[config.mk]
export PLATFORM = sky130hd
export DESIGN_NAME = uart_hex_framer
export DESIGN_NICKNAME = d
export VERILOG_FILES = /design/src/rtl/uart_hex_framer.sv
export SDC_FILE = /design/constraint.sdc
export NUM_CORES = 1
export LEC_CHECK = 0
export ABC_AREA = 0
export BUFFER_PORTS_ARGS = -buffer_cell sky130_fd_sc_hd__buf_4
export CORE_MARGIN = 4
export CORE_UTILIZATION = 35
export CTS_BUF_LIST = sky130_fd_sc_hd__clkbuf_2 sky130_fd_sc_hd__clkbuf_4 sky130_fd_sc_hd__clkbuf_8
export DETAILED_ROUTE_END_ITERATION = 10
export PLACE_DENSITY = 0.55
export SYNTH_ARGS = -nofsm -noshare
export SYNTH_HDL_FRONTEND = slang
export SYNTH_SLANG_ARGS = --single-unit
[constraint.sdc]
create_clock -name sys_clk_i -period 3.07 [get_ports sys_clk_i]
set_input_delay 0.1535 -clock sys_clk_i [delete_from_list [all_inputs] [get_ports sys_clk_i]]
set_output_delay 0.1535 -clock sys_clk_i [all_outputs]
set_load 0.01 [all_outputs]
[src/rtl/uart_hex_framer.sv]
// Buffers 16-bit energy samples in a small FIFO and sends each one to a byte UART
// as four uppercase ASCII hex digits followed by CR LF.
module uart_hex_framer #(
    parameter int FIFO_DEPTH = 4
) (
    input  logic                          sys_clk_i,
    input  logic                          sys_rst_n_i,
    input  logic [15:0]                   smp_dat_i,
    input  logic                          smp_vld_i,
    output logic                          smp_rdy_o,
    input  logic                          uart_busy_i,
    output logic                          uart_wr_o,
    output logic [7:0]                    uart_dat_o,
    output logic [$clog2(FIFO_DEPTH):0]   fifo_cnt_o,
    output logic                          ovf_o,
    input  logic                          ovf_clr_i
);

    localparam int AW = $clog2(FIFO_DEPTH);
    localparam int CW = AW + 1;

    typedef enum logic [2:0] {
        IDLE,
        LOAD,
        WR,
        ACK,
        DRAIN
    } state_t;

    state_t        state_q;
    state_t        state_d;

    logic [15:0]   mem [FIFO_DEPTH];
    logic [AW-1:0] wr_ptr_q;
    logic [AW-1:0] rd_ptr_q;
    logic [CW-1:0] cnt_q;

    logic [15:0]   frame_q;
    logic [2:0]    idx_q;

    logic          push;
    logic          pop;
    logic          strobe;
    logic          idx_inc;
    logic [3:0]    nibble;
    logic [7:0]    byte_sel;

    // Ready depends only on the registered count, so a pop never frees a slot on its own edge.
    assign smp_rdy_o  = (cnt_q != CW'(FIFO_DEPTH));
    assign push       = smp_vld_i & smp_rdy_o;
    assign fifo_cnt_o = cnt_q;

    always_ff @(posedge sys_clk_i) begin
        if (push) begin
            mem[wr_ptr_q] <= smp_dat_i;
        end
    end

    always_ff @(posedge sys_clk_i or negedge sys_rst_n_i) begin
        if (!sys_rst_n_i) begin
            wr_ptr_q <= '0;
            rd_ptr_q <= '0;
            cnt_q    <= '0;
        end else begin
            if (push) begin
                wr_ptr_q <= wr_ptr_q + AW'(1);
            end
            if (pop) begin
                rd_ptr_q <= rd_ptr_q + AW'(1);
            end
            case ({push, pop})
                2'b10:   cnt_q <= cnt_q + CW'(1);
                2'b01:   cnt_q <= cnt_q - CW'(1);
                default: cnt_q <= cnt_q;
            endcase
        end
    end

    // A dropped sample wins over a clear on the same edge.
    always_ff @(posedge sys_clk_i or negedge sys_rst_n_i) begin
        if (!sys_rst_n_i) begin
            ovf_o <= 1'b0;
        end else if (smp_vld_i && !smp_rdy_o) begin
            ovf_o <= 1'b1;
        end else if (ovf_clr_i) begin
            ovf_o <= 1'b0;
        end
    end

    always_ff @(posedge sys_clk_i or negedge sys_rst_n_i) begin
        if (!sys_rst_n_i) begin
            state_q <= IDLE;
        end else begin
            state_q <= state_d;
        end
    end

    always_comb begin
        state_d = state_q;
        pop     = 1'b0;
        strobe  = 1'b0;
        idx_inc = 1'b0;
        case (state_q)
            IDLE: begin
                if (cnt_q != '0) begin
                    state_d = LOAD;
                end
            end
            LOAD: begin
                pop     = 1'b1;
                state_d = WR;
            end
            WR: begin
                if (!uart_busy_i) begin
                    strobe  = 1'b1;
                    state_d = ACK;
                end
            end
            ACK: begin
                if (uart_busy_i) begin
                    state_d = DRAIN;
                end
            end
            DRAIN: begin
                if (!uart_busy_i) begin
                    if (idx_q == 3'd5) begin
                        state_d = IDLE;
                    end else begin
                        idx_inc = 1'b1;
                        state_d = WR;
                    end
                end
            end
            default: state_d = IDLE;
        endcase
    end

    always_ff @(posedge sys_clk_i or negedge sys_rst_n_i) begin
        if (!sys_rst_n_i) begin
            frame_q <= '0;
            idx_q   <= '0;
        end else if (pop) begin
            frame_q <= mem[rd_ptr_q];
            idx_q   <= '0;
        end else if (idx_inc) begin
            idx_q   <= idx_q + 3'd1;
        end
    end

    // Bytes 0..3 are hex digits, most significant nibble first; 4 and 5 are CR and LF.
    always_comb begin
        case (idx_q)
            3'd0:    nibble = frame_q[15:12];
            3'd1:    nibble = frame_q[11:8];
            3'd2:    nibble = frame_q[7:4];
            default: nibble = frame_q[3:0];
        endcase
        if (nibble < 4'd10) begin
            byte_sel = 8'h30 + {4'h0, nibble};
        end else begin
            byte_sel = 8'h37 + {4'h0, nibble};
        end
        if (idx_q == 3'd4) begin
            byte_sel = 8'h0D;
        end else if (idx_q == 3'd5) begin
            byte_sel = 8'h0A;
        end
    end

    always_ff @(posedge sys_clk_i or negedge sys_rst_n_i) begin
        if (!sys_rst_n_i) begin
            uart_wr_o  <= 1'b0;
            uart_dat_o <= 8'h00;
        end else begin
            uart_wr_o <= strobe;
            if (strobe) begin
                uart_dat_o <= byte_sel;
            end
        end
    end

endmodule

* Yosys cells after proc, flatten, opt, wreduce, memory -nomap -nowiden
Memory sizes are Yosys's and may differ from the RTL's. A register that Yosys moved wholly into a read port is not among the register bits. Index checks and enable logic that the tools add are counted.
Word-level totals: RAM bits 64, register bits after elaboration 23, bits in latches 0, output and inout bits 14, memories 1, word-level logic and storage cells 66, bits in read-only memories 0
Operators by class: multiplexer cells 23, divide/modulo/power cells 0, eq/ne operators 15, reduce and logical (&&, ||, !) cells 10, shifts and indexed selects 0, magnitude comparators 1, bitwise gates (word level) 1, add/sub/neg operators 7, multipliers 0
Memory list:
- mem | words 4, bits a word 16, rd ports 1, clocked after Yosys merged registers in 1, write ports 1, line 33 | logic [15:0] mem [FIFO_DEPTH];
Operator list (number):
- 3-bit 2-to-1 mux | 6
- 8-bit 2-to-1 mux | 2
- 3-bit one-hot mux with 5 select lines | 1
- 6-bit by 4-bit adder with 7-bit output, first input constant | 2
- 4-bit one-hot mux with 3 select lines | 1
- 1-bit 2-to-1 mux | 10
- 3-bit by 2-bit equality test with 1-bit output, second input constant | 3
- 3-bit equality test, second input constant | 3
- 2-bit inequality test, second input constant | 4
- 7-bit 2-to-1 mux | 1
- 3-bit by 1-bit adder with 3-bit output, second input constant | 2
- 3-bit by 1-bit equality test with 1-bit output, second input constant | 2
- 3-bit zero test | 2
- 3-bit one-hot mux with 2 select lines | 1
- 2-bit nonzero test | 3
- 2-bit by 1-bit adder with 2-bit output, second input constant | 2
- 4-bit less-than comparator, second input constant | 1
- 4-bit AND reduction | 1
- 3-bit inequality test, second input constant | 1
- 3-bit nonzero test | 1
- 3-bit by 1-bit subtractor with 3-bit output, second input constant | 1
- 2-bit by 1-bit equality test with 1-bit output, second input constant | 1
- 2-bit equality test, second input constant | 1
- 1-bit zero test | 2
- other kinds (3) | 3

* Longest topological paths before layout
depth after elaboration 6, gate-level depth with buffers 12

* Worst setup path before layout
No wires, ideal clock.
path type reg-to-reg, from reg idx_q[0], to reg uart_dat_o[2], stages on the path, launching flop included 12, arrival 2.363 ns, buffers on the path 1, path slack 0.642 ns, period minus slack after synthesis 2.428 ns, library setup time 0.065 ns, required time 3.005 ns, path through dfrtp_1 inv_1 ha_1 or3_1 buf_2 a21o_1 and2_1 inv_1 ha_1 nand3_1 or4b_1 nand2_1
On the way: word-level cells in the longest chain between the ends 6
Ends and longest elaborated chain:
- start, declared | line 39 | logic [2:0] idx_q;
- start signal, assigned | line 146 | idx_q <= idx_q + 3'd1;
- 3-bit by 2-bit equality test with 1-bit output, or another cell as far along | line 152 | case (idx_q)
- 4-bit one-hot mux with 3 select lines | line 152
- 6-bit by 4-bit adder with 7-bit output, or another cell as far along | line 161 | byte_sel = 8'h37 + {4'h0, nibble};
- 7-bit 2-to-1 mux | line 158 | if (nibble < 4'd10) begin
- 8-bit 2-to-1 mux | line 165 | end else if (idx_q == 3'd5) begin
- 8-bit 2-to-1 mux (*) | line 163 | if (idx_q == 3'd4) begin
- end signal, assigned | line 177 | uart_dat_o <= byte_sel;
- end, declared | line 13 | output logic [7:0] uart_dat_o,
Every way passes the cells marked *; elsewhere a longest branch is shown, timed or not. A chain may end at the register's enable or synchronous reset.

* Worst setup path in the final report
Same ends and word-level chain as after synthesis.

==> results.md <==
- Post-route ant nets: 0
- Proportion of layout cells with a drive suffix above 1: between 20 and 30%
- DRC Markers: 0
- Leakage: around 0.0019 µW
- Vias per cell: about 5
- DR vias: approximately 2.3k
- Die Y: roughly 120 µm
- Status: complete, no violations
- WP data arrival: between 2 and 3 ns
- Full die area: 14000 µm²
- VDD IR max: 0.000335 V
- DR iter-0 viols: 95
- Final hold vios: 0
- Max Cap Violations: 0
- Register-to-register setup slack: between 0.4 and 0.5 ns
- CTS tree: built
- Post-DP HPWL: slightly below 5 mm
- WS Path Type: reg -> reg
- Util after Layout: between 40% and 50%
- Clk Latency, worst-skew pair: 0.37 ns
- First-pass GRT wire length: approximately 13 mm
- Crit-path cells: inv_1, ha_1, or3_1, a21o_1, and2_1, inv_1, ha_1, nand3_1, or4b_1, nand2_1
- Wire per inst: roughly 16 µm
- Top FF cell, synth: edfxtp_1
- Crit Path Max Fanout: 8
- Initial antenna violation count: 0
- Most frequent cells in the layout: 64 x edfxtp_1, 39 x buf_4, 38 x dfrtp_1
- FMAX: 0.384 GHz
- H-tree levels: 3
- Total congestion overflow: 0
- Worst min path class: in -> reg
- Least-Margin Pin Slew: between 0.8 and 0.9 ns
- Fin. max-slew vios: 0
- Min Tclk post-route: between 2 and 3 ns
- Vias in the first global route: around 2.4k
- Syn_nets: a little under 300
- Die width: roughly 120 µm
- WP data required: 3.39 ns
- Largest net degree at the start of global routing: 39
- CP peak stage delay: about 0.49 ns
- Clk root buf: clkbuf_8
- Post-synth EDFFs: 64
- CP top delay family: simple AND/OR/NAND/NOR gates
- Period utilization: 84.8%
- Final net count: ~360
- Initial Utilization: 35.7%
- Netlist cell types: 43
- Inserted Diodes: 0
- Fin Hold WS: 0.0412 ns
- Reg clk slew, reported paths: 0.10 ns
- Std cell rows: 40
- # clock sinks: 102
- Clock Skew: around 0.010 ns
- Total GRT Usage: 12.0%
- Final WL: roughly 7.7 mm
- Final setup TNS: 0 ns
- I/O pin total: 35
- Synth Instances: between 200 and 300
- Placed insts: ~440
- Yosys warns: 0
- Synth async-reset ratio: roughly 37%
- Critical Path End Type: flip-flop
- Post-synthesis register bit count: between 100 and 150
- Crit path launch type: flip-flop
- Final Setup Violations: 0
- RSZ-0062 raised after global routing: false
- Area growth syn-to-layout: 19.1%
- CORE AREA: about 12000 µm²
- Gpl congestion: 0.826
- DR pass1 iterations: 4
- Sequential element share of the synthesized area: between 60% and 70%
- Post-synthesis cell area: roughly 4300 µm²
- Slew HR: between 40 and 50%
- Syn Area/Cell: about 16 µm²
- Port Buffers: 33
- Commonest non-fill, non-tap cell in the layout: edfxtp_1
- Slowest cell on crit path: or3_1
- Post-route insts no fill: around 480
- Power Density: between 900 and 1000 nW/µm²
- Buf+Inv Stages, Crit Path: 2
- Num CTS Buffers: 9
- Clock Tree Buf Depth: 2
[Yosys cell counts (3+ instances only)]
cell type	number	area [µm²]
edfxtp_1	64	1920
dfrtp_1	38	951
mux2_2	17	191
mux4_2	16	360
nor2_1	16	60.1
nand2_1	13	48.8
inv_1	12	45.0
ha_1	10	125
a21oi_1	6	30.0
nand3_1	6	30.0
o21ai_0	6	30.0
and3_1	5	31.3
clkbuf_1	5	18.8
xnor2_1	5	43.8
a222oi_1	4	40.0
and2_1	3	18.8
buf_2	3	15.0
nor3_1	3	15.0
o21ai_1	3	15.0
xor2_1	3	26.3
[repair_timing]
action                                  in CTS  in global routing
endpoints found under the setup margin       0                  0
hold buffers                                18                  0
hold endpoints to repair                   103                  0
buffers inserted                             0                  0
resized for setup                            0                  0
[power breakdown]
group / total, µW / switching [µW] / internal [µW]
Clock: 891 / 479 / 412
Sequential: 2150 / 266 / 1890
Combinational: 1750 / 868 / 883
[through the flow]
stage	area [µm²]	total power [µW]	worst slack [ns]
after floorplan	4270	3410	0.642
after CTS	5090	4890	0.462
after global routing	5090	5170	0.297
final	5090	4800	0.468
after global placement	4690	3920	0.584
after detailed placement	4690	3970	0.484
[worst reg2reg max path, stage by stage (launching register included)]
cell and delay, ns:
dfrtp_1 0.39, inv_1 0.09, ha_1 0.32, or3_1 0.49
a21o_1 0.24, and2_1 0.17, inv_1 0.06, ha_1 0.16
nand3_1 0.10, or4b_1 0.47, nand2_1 0.07
[cells by family (layout without fill, tap and decap cells)]
| group | after synthesis | in the layout | synth area share (%) |
|---|---|---|---|
| other | 1 | 1 | 0.0878 |
| AND/OR/NAND/NOR | 55 | 55 | 6.50 |
| adder cells (fa/ha/maj) | 11 | 11 | 3.40 |
| XOR/XNOR | 8 | 8 | 1.64 |
| buffers and inverters | 24 | 86 | 2.66 |
| AO/OA/AOI/OAI | 30 | 30 | 5.10 |
| flip-flops | 102 | 102 | 67.2 |
| multiplexers | 35 | 35 | 13.4 |
[registers in the layout, indices dropped and copies added (netlist names)]
register and count:
fifo_cnt_o 3, frame_q 16, idx_q 3, mem 64, ovf_o 1, rd_ptr_q 2
state_q 3, uart_dat_o 7, uart_wr_o 1, wr_ptr_q 2
[routing by layer]
layer  track usage, %  part of all wire (%)  vias up  wire, µm
met5                0                     0        -         0
met4             5.00                   1.9        0       148
met3             2.92                   3.0       13       232
met2             17.9                    46       30      3550
met1             16.7                    49     1182      3720
li1                 -                     -     1116         -
[cell type report]
class / count / area (µm²)
well taps: 147 / 184
clock buffers: 10 / 138
flip-flops and latches: 102 / 2870
inverters: 13 / 53.8
multi-input cells: 140 / 1290
clock inverters: 6 / 75.1
fillers: 1085 / 6870
repair buffers: 57 / 473
[path summary, 6_finish.rpt]
kind / startpoint / to / cells after the start
max: idx_q[0] / uart_dat_o[2] / 10
min: uart_busy_i / state_q[2] / 3
max reg2reg: idx_q[0] / uart_dat_o[2] / 10
min reg2reg: uart_dat_o[4] / uart_dat_o[4] / 2
max in group asynchronous: sys_rst_n_i / frame_q[0] / 2
min in group asynchronous: sys_rst_n_i / fifo_cnt_o[2] / 2
Note: power is estimated with default switching activity, not from simulation.
